`src/rtl/dla_walker_engine_if.sv`:
```
// Memory request port of the DLA walker: one outstanding read or write,
// held stable until granted; read data returns on rvalid.
interface dla_walker_engine_if;
  logic        oReq;
  logic        oWE;
  logic [19:0] oAddr;
  logic [15:0] oWData;
  logic        iGnt;
  logic        iRValid;
  logic [15:0] iRData;

  modport master (
    output oReq, oWE, oAddr, oWData,
    input  iGnt, iRValid, iRData
  );

  modport slave (
    input  oReq, oWE, oAddr, oWData,
    output iGnt, iRValid, iRData
  );
endinterface

```
`src/rtl/dla_walker_engine.sv`:
```
// Diffusion-limited-aggregation pixel producer: one random walker at a time,
// probing self and 4-neighbours through a single-outstanding memory port.
module dla_walker_engine #(
  parameter int          X_MAX       = 640,
  parameter int          Y_MAX       = 480,
  parameter int          SEED_X      = 320,
  parameter int          SEED_Y      = 240,
  parameter int          MAX_WALKERS = 1000,
  parameter int          MAX_STEPS   = 65535,
  parameter logic [15:0] FILL        = 16'hFFFF
) (
  input  logic                       iCLK,
  input  logic                       iRST,
  input  logic                       iStart,
  dla_walker_engine_if.master        mem,
  output logic                       oBusy,
  output logic                       oDone,
  output logic [13:0]                oCount
);

  localparam logic [2:0] S_IDLE  = 3'd0;
  localparam logic [2:0] S_SEED  = 3'd1;
  localparam logic [2:0] S_SPAWN = 3'd2;
  localparam logic [2:0] S_RD    = 3'd3;
  localparam logic [2:0] S_WAIT  = 3'd4;
  localparam logic [2:0] S_MOVE  = 3'd5;
  localparam logic [2:0] S_STICK = 3'd6;
  localparam logic [2:0] S_DONE  = 3'd7;

  localparam logic [2:0] I_SELF = 3'd0;
  localparam logic [2:0] I_W    = 3'd1;
  localparam logic [2:0] I_E    = 3'd2;
  localparam logic [2:0] I_N    = 3'd3;
  localparam logic [2:0] I_S    = 3'd4;

  localparam logic [9:0]  X_LAST   = 10'(X_MAX - 1);
  localparam logic [9:0]  Y_LAST   = 10'(Y_MAX - 1);
  localparam logic [19:0] SEED_A   = {10'(SEED_X), 10'(SEED_Y)};
  localparam logic [15:0] STEP_LIM = 16'(MAX_STEPS);
  localparam logic [13:0] WALK_LIM = 14'(MAX_WALKERS);

  localparam logic [30:0] LFSR_X_INIT = 31'h1;
  localparam logic [30:0] LFSR_Y_INIT = 31'h5A5A5A5;

  logic [2:0]  state;
  logic [2:0]  idx;
  logic [9:0]  x;
  logic [9:0]  y;
  logic [15:0] steps;
  logic [30:0] lfsr_x;
  logic [30:0] lfsr_y;
  logic        req;
  logic        we;
  logic [19:0] addr;
  logic [15:0] wdata;
  logic [13:0] count;

  function automatic logic [30:0] lfsr_next(input logic [30:0] l);
    return {l[29:0], l[30] ^ l[27]};
  endfunction

  logic rx;
  logic ry;
  assign rx = lfsr_x[0];
  assign ry = lfsr_y[0];

  // Probe target for the current neighbour index; off-grid probes are skipped.
  logic [9:0] px;
  logic [9:0] py;
  logic       off;
  always_comb begin
    px  = x;
    py  = y;
    off = 1'b0;
    case (idx)
      I_W: begin px = x - 10'd1; off = (x == 10'd0);   end
      I_E: begin px = x + 10'd1; off = (x == X_LAST);  end
      I_N: begin py = y - 10'd1; off = (y == 10'd0);   end
      I_S: begin py = y + 10'd1; off = (y == Y_LAST);  end
      default: ;
    endcase
  end

  logic [9:0]  mx;
  logic [9:0]  my;
  logic        mv_out;
  logic [13:0] count_nx;
  assign mx       = rx ? x + 10'd1 : x - 10'd1;
  assign my       = ry ? y + 10'd1 : y - 10'd1;
  assign mv_out   = (rx ? (x == X_LAST) : (x == 10'd0)) |
                    (ry ? (y == Y_LAST) : (y == 10'd0));
  assign count_nx = count + 14'd1;

  always_ff @(posedge iCLK) begin
    if (iRST) begin
      state  <= S_IDLE;
      idx    <= I_SELF;
      x      <= 10'd0;
      y      <= 10'd0;
      steps  <= 16'd0;
      lfsr_x <= LFSR_X_INIT;
      lfsr_y <= LFSR_Y_INIT;
      req    <= 1'b0;
      we     <= 1'b0;
      addr   <= 20'd0;
      wdata  <= 16'd0;
      count  <= 14'd0;
    end else begin
      case (state)
        S_IDLE, S_DONE: begin
          if (iStart) begin
            count <= 14'd0;
            state <= S_SEED;
          end
        end
        S_SEED: begin
          if (!req) begin
            req   <= 1'b1;
            we    <= 1'b1;
            addr  <= SEED_A;
            wdata <= FILL;
          end else if (mem.iGnt) begin
            req   <= 1'b0;
            state <= S_SPAWN;
          end
        end
        S_SPAWN: begin
          x      <= rx ? 10'd0 : X_LAST;
          y      <= ry ? 10'd0 : Y_LAST;
          steps  <= 16'd0;
          idx    <= I_SELF;
          lfsr_x <= lfsr_next(lfsr_x);
          lfsr_y <= lfsr_next(lfsr_y);
          state  <= S_RD;
        end
        S_RD: begin
          if (off) begin
            if (idx == I_S) state <= S_MOVE;
            else            idx   <= idx + 3'd1;
          end else if (!req) begin
            req  <= 1'b1;
            we   <= 1'b0;
            addr <= {px, py};
          end else if (mem.iGnt) begin
            req   <= 1'b0;
            state <= S_WAIT;
          end
        end
        S_WAIT: begin
          if (mem.iRValid) begin
            if (mem.iRData != 16'd0) begin
              state <= (idx == I_SELF) ? S_SPAWN : S_STICK;
            end else if (idx == I_S) begin
              state <= S_MOVE;
            end else begin
              idx   <= idx + 3'd1;
              state <= S_RD;
            end
          end
        end
        S_MOVE: begin
          lfsr_x <= lfsr_next(lfsr_x);
          lfsr_y <= lfsr_next(lfsr_y);
          if (steps == STEP_LIM || mv_out) begin
            state <= S_SPAWN;
          end else begin
            x     <= mx;
            y     <= my;
            steps <= steps + 16'd1;
            idx   <= I_SELF;
            state <= S_RD;
          end
        end
        S_STICK: begin
          if (!req) begin
            req   <= 1'b1;
            we    <= 1'b1;
            addr  <= {x, y};
            wdata <= FILL;
          end else if (mem.iGnt) begin
            req   <= 1'b0;
            count <= count_nx;
            state <= (count_nx == WALK_LIM) ? S_DONE : S_SPAWN;
          end
        end
        default: state <= S_IDLE;
      endcase
    end
  end

  assign mem.oReq   = req;
  assign mem.oWE    = we;
  assign mem.oAddr  = addr;
  assign mem.oWData = wdata;
  assign oBusy      = (state != S_IDLE) && (state != S_DONE);
  assign oDone      = (state == S_DONE);
  assign oCount     = count;

endmodule

```
`src/flat_wrapper.sv`:
```
// flat-port wrapper written by rule: the top's interface ports become plain ports
module dla_walker_engine_flat 
#(
  parameter int          X_MAX       = 640,
  parameter int          Y_MAX       = 480,
  parameter int          SEED_X      = 320,
  parameter int          SEED_Y      = 240,
  parameter int          MAX_WALKERS = 1000,
  parameter int          MAX_STEPS   = 65535,
  parameter logic [15:0] FILL        = 16'hFFFF
)
  (iCLK, iRST, iStart, oBusy, oDone, oCount, mem_oReq, mem_oWE, mem_oAddr, mem_oWData, mem_iGnt, mem_iRValid, mem_iRData);
  dla_walker_engine_if mem_i ();
  input  logic iCLK;
  input  logic iRST;
  input  logic iStart;
  output logic oBusy;
  output logic oDone;
  output logic [13:0] oCount;
  output wire logic [$bits(mem_i.oReq)-1:0] mem_oReq;
  output wire logic [$bits(mem_i.oWE)-1:0] mem_oWE;
  output wire logic [$bits(mem_i.oAddr)-1:0] mem_oAddr;
  output wire logic [$bits(mem_i.oWData)-1:0] mem_oWData;
  input wire logic [$bits(mem_i.iGnt)-1:0] mem_iGnt;
  input wire logic [$bits(mem_i.iRValid)-1:0] mem_iRValid;
  input wire logic [$bits(mem_i.iRData)-1:0] mem_iRData;
  assign mem_oReq = mem_i.oReq;
  assign mem_oWE = mem_i.oWE;
  assign mem_oAddr = mem_i.oAddr;
  assign mem_oWData = mem_i.oWData;
  assign mem_i.iGnt = mem_iGnt;
  assign mem_i.iRValid = mem_iRValid;
  assign mem_i.iRData = mem_iRData;
  dla_walker_engine #(.X_MAX(X_MAX), .Y_MAX(Y_MAX), .SEED_X(SEED_X), .SEED_Y(SEED_Y), .MAX_WALKERS(MAX_WALKERS), .MAX_STEPS(MAX_STEPS), .FILL(FILL)) u_core (.iCLK(iCLK), .iRST(iRST), .iStart(iStart), .mem(mem_i), .oBusy(oBusy), .oDone(oDone), .oCount(oCount));
endmodule
```
`config.mk`:
```
export PLATFORM = sky130hd
export DESIGN_NAME = dla_walker_engine_flat
export DESIGN_NICKNAME = d
export VERILOG_FILES = /design/src/rtl/dla_walker_engine_if.sv /design/src/rtl/dla_walker_engine.sv /design/src/flat_wrapper.sv
export SDC_FILE = /design/constraint.sdc
export NUM_CORES = 1
export LEC_CHECK = 0
export CAP_MARGIN = 20
export CORE_MARGIN = 5
export CORE_UTILIZATION = 50
export CTS_CLUSTER_DIAMETER = 30
export CTS_CLUSTER_SIZE = 40
export DETAILED_ROUTE_END_ITERATION = 10
export PLACE_DENSITY = 0.71
export SLEW_MARGIN = 10
export SYNTH_ARGS = -nofsm -noshare
export SYNTH_HDL_FRONTEND = slang
export SYNTH_SLANG_ARGS = --single-unit
```
`constraint.sdc`:
```
create_clock -name iCLK -period 6.61 [get_ports iCLK]
set_clock_uncertainty 0.15 [all_clocks]
set_input_delay 1.322 -clock iCLK [delete_from_list [all_inputs] [get_ports iCLK]]
set_output_delay 1.322 -clock iCLK [all_outputs]
set_load 0.01 [all_outputs]
```
==> flow_summary.json <==
{
  "reg2reg_slack_ns": 3.16,
  "ir_drop_v": 0.000191,
  "synthAdderAreaFrac_pct": 2.20,
  "tns_ns": 0,
  "ys.flop_type": "dfxtp_1",
  "synth_compound_area_share_pct": 23.8,
  "numClockSinks": 141,
  "critical_path_class": "reg -> out",
  "timing.rr.end": "u_core.idx[2]",
  "rsz0062_at_grt": "no",
  "row_count": 46,
  "p_leak_nw": 3.15,
  "cts_resized": 0,
  "hp-class": "reg -> reg",
  "syn_area_um2": 7980,
  "path_clk_slew_ns": 0.07,
  "cts_buffers": 17,
  "slew-limit-headroom_pct": 31.9,
  "r2r_start": "u_core.idx[0]",
  "startpoint_type": "flop",
  "timing.max_cap.violations": 0,
  "cts-root-buf": "clkbuf_16",
  "pin_count": 75,
  "avgRoutedWirePerCell_um": 15.5,
  "grt_usage_pct": 22.1,
  "synth_seq_cells": 141,
  "hold_viol": 0,
  "dp_hpwl_um": 13700,
  "via_count": 7784,
  "worstHoldPathCells": 2,
  "syn_inst": 1099,
  "drt_iter0_drc": 763,
  "cellPowerDensity_nw_per_um2": 387,
  "routed_wl_um": 20600,
  "ant_nets": 0,
  "synth_edf_count": 0,
  "layout.cells.non_filler": 1328,
  "drv_slew": 0,
  "routed_via_density": 5.86,
  "die_y_um": 136,
  "cts_setup_buffers": 0,
  "cp.required_ns": 5.14,
  "nFillCells": 1502,
  "end_kind": "primary output",
  "period_share_pct": 57.4,
  "outcome": "finished, final reports clean",
  "drive_above_1_share_pct": 5.22,
  "fin_area_um2": 9210,
  "fin_nets": 1134,
  "synth_cell_types": 79,
  "cts.hold.buffers_added": 0,
  "yosysWarnings": 0,
  "synthArstFlopShare_pct": 0,
  "syn_nets": 1134,
  "antenna_cells": 0,
  "dp_cells": 1295,
  "synthesis.area_per_instance_um2": 7.26,
  "cts_tree": "built",
  "portBuffers": 74,
  "finalSetupViolations": 0,
  "start_util_pct": 50.6,
  "chipWidth_um": 136,
  "finalCriticalPeriod_ns": 3.79,
  "synth_xor_xnor_area_share_pct": 2.53,
  "min_to": "u_core.lfsr_y[12]",
  "gr-total-overflow": 0,
  "cp.arrival_ns": 2.32,
  "max_freq_ghz": 0.264,
  "grt_pass1_wl_um": 33700,
  "synth_top_family_by_area": "simple AND/OR/NAND/NOR gates",
  "drc": 0,
  "grt_max_degree": 76,
  "crit_path_max_fanout": 18,
  "totalPowerFinal_w": 0.00356,
  "cts_buffer_depth": 2,
  "gp_congestion": 0.919,
  "coreArea_um2": 15800,
  "place_area_um2": 8610,
  "fin_util_pct": 58.4,
  "min_from": "u_core.lfsr_y[12]",
  "clock_latency_ns": 0.43,
  "ys_seq_area_share_pct": 35.4,
  "firstDrtPassIters": 5,
  "htree_levels": 4,
  "synth-simple-area-share_pct": 28.0,
  "area_delta_synth_final_pct": 15.5,
  "die_area_um2": 18600,
  "grt_pass1_vias": 6784,
  "reg2regPathDepth": 9,
  "antenna_found_initial": 0,
  "tightest_slew_ns": 1.02,
  "synthMuxAreaShare_pct": 1.16
}
## cell usage in the layout, fill, tap and decap left out, types with 6 or more instances in the layout
| master | netlist | layout |
|---|---|---|
| nand2_1 | 211 | 210 |
| dfxtp_1 | 141 | 141 |
| a21oi_1 | 122 | 122 |
| nor2_1 | 100 | 99 |
| clkdlybuf4s50_1 | 0 | 73 |
| nand3_1 | 46 | 46 |
| o21ai_0 | 45 | 45 |
| nor3_1 | 38 | 38 |
| inv_1 | 22 | 22 |
| nand4_1 | 22 | 22 |
| a211oi_1 | 19 | 19 |
| clkbuf_16 | 0 | 17 |
| xor2_1 | 14 | 14 |
| ha_1 | 14 | 14 |
| and3_1 | 13 | 13 |
| a311oi_1 | 12 | 12 |
| a31oi_1 | 10 | 10 |
| o211ai_1 | 10 | 10 |
| buf_4 | 15 | 10 |
| nor4_1 | 9 | 9 |
| xnor2_1 | 9 | 9 |
| o21ai_1 | 8 | 8 |
| a221oi_1 | 8 | 8 |
| nand2b_1 | 7 | 7 |
| mux2i_1 | 7 | 7 |
| o221ai_1 | 6 | 6 |
| a22oi_1 | 6 | 6 |
## cell families (layout without fill, tap and decap cells)
family | count (synthesis) | in the layout
multiplexers | 9 | 9
AND/OR/NAND/NOR | 485 | 485
adder cells (fa/ha/maj) | 14 | 14
buffers and inverters | 129 | 142
flip-flops | 141 | 141
AO/OA/AOI/OAI | 298 | 298
XOR/XNOR | 23 | 23
## state kept, by name (all words and copies together), names as in the netlist
register	cells
u_core.idx	3
u_core.lfsr_x	31
u_core.lfsr_y	31
u_core.mem.oAddr	20
u_core.mem.oReq	1
u_core.mem.oWData	1
u_core.mem.oWE	1
u_core.oCount	14
u_core.state	3
u_core.steps	16
u_core.x	10
u_core.y	10
## through the flow
step / worst slack, ns / hold slack (ns)
after floorplan: 3.64 / 0.282
after global placement: 3.13 / 0.288
after detailed placement: 3.07 / 0.293
after CTS: 2.82 / 0.303
after global routing: 2.65 / 0.320
final: 2.82 / 0.300
## critical path: stages, from the launching register on
cell and delay [ns]:
dfxtp_1 0.70, clkinv_1 0.40, nor2_1 0.23, nor2_1 0.09
clkdlybuf4s50_1 0.48
## how the worst max path moves through the flow
stage	start	end	slack, ns
after floorplan	u_core.idx[2]	u_core.idx[2]	3.64
after global placement	mem_iGnt	u_core.state[1]	3.13
after detailed placement	mem_iGnt	u_core.state[1]	3.07
after CTS	u_core.state[0]	oBusy	2.82
after global routing	u_core.state[0]	oBusy	2.65
final	u_core.state[0]	oBusy	2.82
## power breakdown
part           total [W]  internal, W  switching (W)  leakage, nW
combinational    0.00140     0.000573       0.000830         1.72
sequential       0.00122      0.00102       0.000204         1.14
clock           0.000935     0.000512       0.000422        0.282
total            0.00356      0.00211        0.00146         3.15
## routing by layer
layer  routed length (um)  vias up  GRT usage (%)
met3                 1340       31           4.07
met4                  432        0           8.40
met2                 9320      269           34.1
met5                    0        -              0
met1                 9490     3583           30.6
li1                     -     3901              -
## cell type report
| class | count | area [um2] | share of cell area [%] |
|---|---|---|---|
| multi-input cells | 829 | 4610 | 50.0 |
| well taps | 216 | 270 | 2.93 |
| repair buffers | 84 | 826 | 8.96 |
| flip-flops and latches | 141 | 2820 | 30.6 |
| clock inverters | 14 | 148 | 1.60 |
| inverters | 26 | 97.6 | 1.06 |
| clock buffers | 18 | 439 | 4.77 |
## Yosys cell counts (all sizes together), types with 4 or more instances
cell	number	share of area (%)
and2	4	0.31
inv	23	1.1
nand3	46	2.9
o21ai	54	3.4
o221ai	6	0.66
o31ai	4	0.38
dfxtp	141	35
a221o	4	0.50
ha	14	2.2
xnor2	9	0.99
clkbuf	75	3.5
o211ai	10	0.94
xor2	14	1.5
nor3	38	2.4
a211oi	20	1.9
a221oi	8	0.88
nor2	100	4.7
nand4	22	1.7
buf	28	2.2
nor2b	5	0.39
a31oi	10	0.78
and3	13	1.0
a41oi	4	0.44
nand2b	7	0.55
a22oi	6	0.56
a32oi	4	0.44
o22ai	4	0.31
nor4	11	1.1
a21oi	123	7.9
mux2i	7	0.88
or4	5	0.52
nand2	211	9.9
a311oi	12	1.3
or3	4	0.31
and4	4	0.44
Note: power is estimated with default switching activity, not from simulation.
